--- config.mk ---
export PLATFORM = sky130hd
export DESIGN_NAME = mem_port_arbiter
export DESIGN_NICKNAME = d
export VERILOG_FILES = /design/src/rtl/mem_port_arbiter.sv
export SDC_FILE = /design/constraint.sdc
export NUM_CORES = 1
export LEC_CHECK = 0
export CAP_MARGIN = 10
export CORE_MARGIN = 4
export CORE_UTILIZATION = 45
export DETAILED_ROUTE_END_ITERATION = 8
export DONT_BUFFER_PORTS = 1
export HOLD_SLACK_MARGIN = 0.12
export PLACE_DENSITY = 0.68
export RECOVER_POWER = 50
export SLEW_MARGIN = 15
export SYNTH_ARGS = -nofsm -noshare
export SYNTH_HDL_FRONTEND = slang
export SYNTH_SLANG_ARGS = --single-unit
export TNS_END_PERCENT = 20
--- constraint.sdc ---
create_clock -name clk -period 4.01 [get_ports clk]
set_clock_uncertainty 0.2 [all_clocks]
set_input_delay 0.2005 -clock clk [delete_from_list [all_inputs] [get_ports clk]]
set_output_delay 0.2005 -clock clk [all_outputs]
set_load 0.005 [all_outputs]
--- src/rtl/mem_port_arbiter.sv ---
// Arbiter sharing one single-ported unified memory between instruction fetch
// and data access, sequencing each access over a fixed latency.
module mem_port_arbiter #(
    parameter int MEM_LATENCY = 2,
    parameter int ADDR_W      = 32
) (
    input  logic              clk,
    input  logic              rst_n,
    input  logic              if_req,
    input  logic [ADDR_W-1:0] if_addr,
    output logic [31:0]       if_inst,
    output logic              if_valid,
    output logic              pc_enable,
    input  logic              halt,
    output logic              halted,
    input  logic              d_req,
    input  logic              d_we,
    input  logic [ADDR_W-1:0] d_addr,
    input  logic [31:0]       d_wdata,
    output logic [31:0]       d_rdata,
    output logic              d_done,
    output logic              mem_stall,
    output logic              mem_en,
    output logic              mem_we,
    output logic [ADDR_W-1:0] mem_addr,
    output logic [31:0]       mem_wdata,
    input  logic [31:0]       mem_rdata,
    output logic [1:0]        dbg_state
);

    typedef enum logic [1:0] {
        S_IDLE  = 2'd0,
        S_FETCH = 2'd1,
        S_DATA  = 2'd2
    } state_t;

    localparam logic [3:0] LAST_CNT = 4'(MEM_LATENCY - 1);

    state_t            r_state;
    state_t            w_state_nxt;
    logic [3:0]        r_cnt;
    logic              r_last_data;
    logic              r_halted;
    logic [ADDR_W-1:0] r_addr;
    logic              r_we;
    logic [31:0]       r_wdata;
    logic [31:0]       r_if_inst;
    logic [31:0]       r_d_rdata;
    logic              r_if_valid;
    logic              r_d_done;

    logic              w_halt_eff;
    logic              w_can_fetch;
    logic              w_grant_f;
    logic              w_grant_d;
    logic              w_last;

    // A halt seen on this edge already blocks a fetch grant on the same edge.
    assign w_halt_eff  = r_halted | halt;
    assign w_can_fetch = if_req & ~w_halt_eff;
    assign w_last      = (r_cnt == LAST_CNT);

    always_comb begin
        w_grant_f   = 1'b0;
        w_grant_d   = 1'b0;
        w_state_nxt = r_state;
        case (r_state)
            S_IDLE: begin
                if (w_can_fetch && d_req) begin
                    w_grant_f = r_last_data;
                    w_grant_d = ~r_last_data;
                end else begin
                    w_grant_f = w_can_fetch;
                    w_grant_d = d_req;
                end
                if (w_grant_f) begin
                    w_state_nxt = S_FETCH;
                end else if (w_grant_d) begin
                    w_state_nxt = S_DATA;
                end
            end
            S_FETCH, S_DATA: begin
                if (w_last) begin
                    w_state_nxt = S_IDLE;
                end
            end
            default: w_state_nxt = S_IDLE;
        endcase
    end

    always_ff @(posedge clk or negedge rst_n) begin
        if (!rst_n) begin
            r_state     <= S_IDLE;
            r_cnt       <= 4'd0;
            r_last_data <= 1'b1;
            r_halted    <= 1'b0;
            r_addr      <= '0;
            r_we        <= 1'b0;
            r_wdata     <= 32'd0;
            r_if_inst   <= 32'd0;
            r_d_rdata   <= 32'd0;
            r_if_valid  <= 1'b0;
            r_d_done    <= 1'b0;
        end else begin
            r_state    <= w_state_nxt;
            r_halted   <= w_halt_eff;
            r_if_valid <= 1'b0;
            r_d_done   <= 1'b0;
            if (w_grant_f || w_grant_d) begin
                r_cnt       <= 4'd0;
                r_last_data <= w_grant_d;
                r_addr      <= w_grant_d ? d_addr : if_addr;
                r_we        <= w_grant_d & d_we;
                if (w_grant_d) begin
                    r_wdata <= d_wdata;
                end
            end else if (r_state != S_IDLE) begin
                r_cnt <= r_cnt + 4'd1;
                if (w_last) begin
                    if (r_state == S_FETCH) begin
                        r_if_inst  <= mem_rdata;
                        r_if_valid <= 1'b1;
                    end else begin
                        // Stores complete without disturbing the last load data.
                        if (!r_we) begin
                            r_d_rdata <= mem_rdata;
                        end
                        r_d_done <= 1'b1;
                    end
                end
            end
        end
    end

    assign if_inst   = r_if_inst;
    assign if_valid  = r_if_valid;
    assign pc_enable = r_if_valid;
    assign halted    = r_halted;
    assign d_rdata   = r_d_rdata;
    assign d_done    = r_d_done;
    assign mem_stall = d_req & ~r_d_done;
    assign mem_en    = (r_state != S_IDLE);
    assign mem_we    = (r_state == S_DATA) & r_we;
    assign mem_addr  = r_addr;
    assign mem_wdata = r_wdata;
    assign dbg_state = r_state;

endmodule

==> results of run 1 <==
per-stage QoR:
step           instances  utilization  cell area [µm²]
3_3_place_gp         588        0.475             6100
2_1_floorplan        452            -             5990
3_5_place_dp         588        0.475             6100
kinds of logic after synthesis:
| kind of cell | synth area share |
|---|---|
| simple gates | 0.0814 |
| xor+xnor | 0.00292 |
| buf+inv | 0.0372 |
| compound gates | 0.0866 |
| flops | 0.580 |
| fa+ha+maj | 0.0104 |
| mux | 0.201 |
==> flow_results.org, run 1 <==
** Run status
- The flow did not finish.
- Failed at :: 4_1_cts
- The tool reported: "[ERROR RSZ-0060] Max buffer count reached".

** Yosys
- Mapped Area :: 5990 µm²
- Number of flip-flops and latches in the synthesized netlist :: 139
- Net count after synthesis :: around 600
- Per-instance average area after synthesis :: 13.3 µm²
- The netlist uses 35 different library cells.
- Share of the yosys chip area belonging to registers :: 0.580
- The Yosys step of the flow raised 0 warnings.
- Gate count after technology mapping :: 452
- By instance count, the leading cell after synthesis is sky130_fd_sc_hd__dfrtp_1.
- Counting instances in the post-synthesis netlist gives the leading cell types as sky130_fd_sc_hd__dfrtp_1 (138), sky130_fd_sc_hd__mux2_2 (67), sky130_fd_sc_hd__nor3_1 (34).
- Portion of synthesized cell area occupied by the leading cell type :: 0.576
- Among all flip-flop cells after synthesis, the most frequent one is sky130_fd_sc_hd__dfrtp_1.
- Ranking of synthesized cells by area :: sky130_fd_sc_hd__dfrtp_1 (58%), sky130_fd_sc_hd__mux2_2 (13%), sky130_fd_sc_hd__mux2_4 (7.5%), sky130_fd_sc_hd__o31ai_1 (4.0%), sky130_fd_sc_hd__a31oi_1 (3.3%)
- EDFF count, synth :: 0
- Cell taking the most area after synthesis :: sky130_fd_sc_hd__dfrtp_1
- Of all flip-flops after synthesis, the portion carrying an async set or reset was 1.00.

** Clocking
- Number of buffers created by CTS :: 17
- Hold-fix buffers at CTS :: between 100 and 150
- The cell sitting at the root of the clock tree is a sky130_fd_sc_hd__clkbuf_16.
- CTS saw 139 sinks.
- Post-CTS resize count :: 0
- The number of setup buffers added after CTS is 0.
- The H-tree generated during clock tree synthesis spans 4 levels.
- The clock passes through at most 2 buffers.

** Die
- In this run the count of I/O pins placed on the die edge is ~270.
- Effective utilization at floorplan :: 0.467
- Die Ht :: 123 µm
- Site row count :: 41
- Width of the die :: 123 µm

** Placement
- Setup WS pre-CTS :: 1040 ps
- Port bufs :: 0
- Placer congestion estimate :: ~0.84
- Sum of net half-perimeters after detailed placement :: 10,200 µm
==> inputs of run 2 (changes only) <==
- CORE_UTILIZATION: 45 -> 30
- HOLD_SLACK_MARGIN: 0.12 -> unset
- PLACE_DENSITY: 0.68 -> unset
- PLACE_DENSITY_LB_ADDON: unset -> 0.15
==> flow_results.org, run 2 <==
** Yosys
- EDFF count, synth :: 0
- Portion of synthesized cell area occupied by the leading cell type :: 0.576
- Ranked by total cell area, the synthesized netlist is headed by sky130_fd_sc_hd__dfrtp_1 (58%), sky130_fd_sc_hd__mux2_2 (13%), sky130_fd_sc_hd__mux2_4 (7.5%), sky130_fd_sc_hd__o31ai_1 (4.0%), sky130_fd_sc_hd__a31oi_1 (3.3%).
- Share of the yosys chip area belonging to registers :: 0.580
- The Yosys step of the flow raised 0 warnings.
- Leading cell types by count after synthesis :: sky130_fd_sc_hd__dfrtp_1 (138), sky130_fd_sc_hd__mux2_2 (67), sky130_fd_sc_hd__nor3_1 (34)
- Among all flip-flop cells after synthesis, the most frequent one is sky130_fd_sc_hd__dfrtp_1.
- Net count after synthesis :: slightly below 600
- Cell with the most instances after synthesis :: sky130_fd_sc_hd__dfrtp_1
- The mapped netlist covers 5990 µm².
- Cell taking the most area after synthesis :: sky130_fd_sc_hd__dfrtp_1
- Number of flip-flops and latches in the synthesized netlist :: about 140
- In the synthesized netlist, the number of instances is 452.
- Per-instance average area after synthesis :: between 10 and 15 µm²
- Share of flip-flops with an asynchronous set or reset after synthesis :: 1.00
- Yosys mapped the design onto 35 distinct sky130hd cell types.

** GRT
- Wire length of the first global-routing pass :: around 26,000 µm
- For this run, global-route usage on met3 was measured as 0.0656.
- Number of global-route vias before repair :: about 4,800
- Entering global routing, the biggest net connects 140 pins.
- Summed over all layers, the global routing overflow is 0.
- The number of antenna violations at the first check in global routing is 0.
- Combined global-route utilization of all metal layers :: 0.149
- For this run, global-route usage on met2 was measured as 0.242.
- Met1 usage :: 0.180
- GRT busiest layer :: met2

** Worst setup path
- Cell type of the slowest stage on the worst timing path :: sky130_fd_sc_hd__nor2_4
- Crit path kind :: flip-flop to flip-flop
- Critical-path maximum fanout :: 38
- Sequence of cells on the critical path :: inv_1, ha_1, buf_4, nand2_1, buf_4, nor2_4, a22o_1, dlygate4sd3_1
- Longest individual stage delay on the worst path :: 790 ps
- Startpoint type of the worst setup path :: flip-flop
- Required time at the endpoint of the critical path :: approximately 4200 ps
- For the worst setup path, the data arrival time is 3470 ps.
- In this design, the critical path's most frequently occurring cell is sky130_fd_sc_hd__buf_4.
- STA classifies the critical path endpoint as a flip-flop.

** Timing
- Worst Setup Slack, final :: 690 ps
- The total count of max-transition violations in the final report was 140.
- For the final routed database, the setup TNS stands at 0 ps.
- In this run the tightest slew margin relative to its limit is -0.262.
- Share of the clock period used by the worst path :: 0.828
- Setup repair after global routing left no endpoint under its margin.
- Slew @ Worst Pin :: between 1500 and 2000 ps
- Timing would allow up to 301 MHz.
- The clock period could shrink to roughly 3300 ps.
- The final hold violation count is 0.
- On the final layout, the worst hold slack is between 200 and 300 ps.
- Setup violations remaining at the end of the flow were counted as 0.

** Run status
- Violated checks :: max-capacitance violations, max-slew violations
- Outcome :: finished, violations left

** Die
- In this run the horizontal extent of the chip is between 100 and 150 µm.
- The die covers about 22,000 µm².
- The die is roughly 150 µm tall.
- In this run the core area contains 51 standard-cell rows.
- Top-level I/O count :: 271
- For this configuration, the core starts out at a cell density of 0.307.
- Total core area :: 19,500 µm²

** Routing
- After detailed routing, the average wire length per cell comes to 19.9 µm.
- After detailed routing, the number of remaining DRC violations is 0.
- Starting DRC count in detailed routing :: 151
- Wires add up to ~17,000 µm.
- After detailed routing, the number of vias per cell comes to 5.22.
- Before antenna repair, the detailed router went through 5 iterations.
- Once detail routing completed, the nets flagged for antenna violations numbered 0.
- Total via count in the routed design :: roughly 4,400

** Layout
- After routing the design area is around 8000 µm².
- Post-layout net count :: 707
- Leading cell types in the layout, fill and taps excluded :: sky130_fd_sc_hd__dfrtp_1 (138), sky130_fd_sc_hd__dlygate4sd3_1 (133), sky130_fd_sc_hd__mux2_2 (67), sky130_fd_sc_hd__nor3_1 (34)
- Of the cells placed in the final design, the portion with a size suffix greater than 1 is 0.252.
- The repair_antennas step left the layout with diodes totalling 0.
- Leaving out fill and tap cells, the most frequent cell in the layout is sky130_fd_sc_hd__dfrtp_1.
- Number of non-filler instances in the completed layout :: 845
- Relative to the synthesized area, the layout overhead comes to 36.7%.
- Count of fill cells added during filler insertion :: 1,834
- Post-layout utilization of the core :: 0.420

** Clocking
- The clock tree synthesis step divided the H-tree into 4 levels.
- TritonCTS clock tree :: done
- CTS clock-pin slew for the worst setup and hold paths :: 60 ps
- The cell sitting at the root of the clock tree is a sky130_fd_sc_hd__clkbuf_16.
- Longest Clk Path Bufs :: 2
- For the worst-skew pair, the clock arrives at the later sink with an insertion delay of 410 ps.
- Number of buffers created by CTS :: 17
- The clock drives 139 sinks.
- Post-CTS resize count :: 0

** Pwr
- LEAKAGE :: 3.33 nW
- The worst-case IR drop observed on VDD is around 240 µV.
- The design draws roughly 5.7 mW.
- Dividing total power by cell area gives a power density of 701 nW/µm².

** Run
- Max-cap violations in this run came to 1.

** Placement
- Port bufs :: 0
- At the end of routability-driven placement, the weighted congestion stood at 0.747.
- Instance area at placement :: 6210 µm²
- Including well taps, the total number of placed cells is 680.
- Detailed placement ended at an HPWL of approximately 11,000 µm.
- Setup WS pre-CTS :: 984 ps

** Hold path
- Kind of path behind the tightest hold check :: primary input to flip-flop
==> run 2: area by class of cell <==
| class | count | area (µm²) | area share |
|---|---|---|---|
| flip-flops and latches | 139 | 3480 | 0.425 |
| well taps | 265 | 332 | 0.0405 |
| multi-input cells | 263 | 2330 | 0.284 |
| clock buffers | 18 | 429 | 0.0524 |
| repair buffers | 141 | 1390 | 0.170 |
| inverters | 6 | 22.5 | 0.00275 |
| clock inverters | 13 | 216 | 0.0264 |
==> run 2: worst paths after layout <==
| path | from | endpoint | slack (ps) | cells after the start |
|---|---|---|---|---|
| worst max-delay path | dbg_state[1]$_DFFE_PN0P_ | r_we$_DFFE_PN0P_ | 690 | 8 |
| worst min-delay path | d_wdata[4] | mem_wdata[4]$_DFFE_PN0P_ | 270 | 2 |
| max in group asynchronous | rst_n | mem_addr[3]$_DFFE_PN0P_ | 1720 | 2 |
| worst max register to register | dbg_state[1]$_DFFE_PN0P_ | r_we$_DFFE_PN0P_ | 690 | 8 |
| min in group asynchronous | rst_n | if_inst[15]$_DFFE_PN0P_ | 650 | 2 |
| worst min register to register | r_last_data$_DFFE_PN1P_ | r_last_data$_DFFE_PN1P_ | 310 | 2 |
==> run 2: report_power, final <==
| part | internal, mW | switching, mW |
|---|---|---|
| Clock | 1.11 | 0.628 |
| Sequential | 1.95 | 0.495 |
| Combinational | 0.942 | 0.614 |
==> run 2: worst max-delay path: cells and delay by family, from the launching register on <==
family	cells	cell delay (ps)
adder cells (fa/ha/maj)	1	170
AND/OR/NAND/NOR	2	880
flip-flops	1	420
buffers and inverters	4	1280
AO/OA/AOI/OAI	1	260
==> run 2: routing by layer <==
metal,vias up,share of wire
met5,-,0
met4,0,0.015
met3,24,0.11
met2,234,0.47
met1,2223,0.40
li1,1928,-
==> run 2: kinds of logic after synthesis <==
kind of cell | share of synthesized area
AOI/OAI and AO/OA | 0.0866
muxes | 0.201
DFF | 0.580
and+or+nand+nor | 0.0814
buffers and inverters | 0.0372
adders and majority gates | 0.0104
xor gates and xnor gates | 0.00292
==> run 2: what timing repair did <==
item                      4_1_cts  5_1_grt
buffers inserted                0        0
hold endpoints to repair      274        0
hold buffers                  134        0
(Power assumes the default switching activity.)
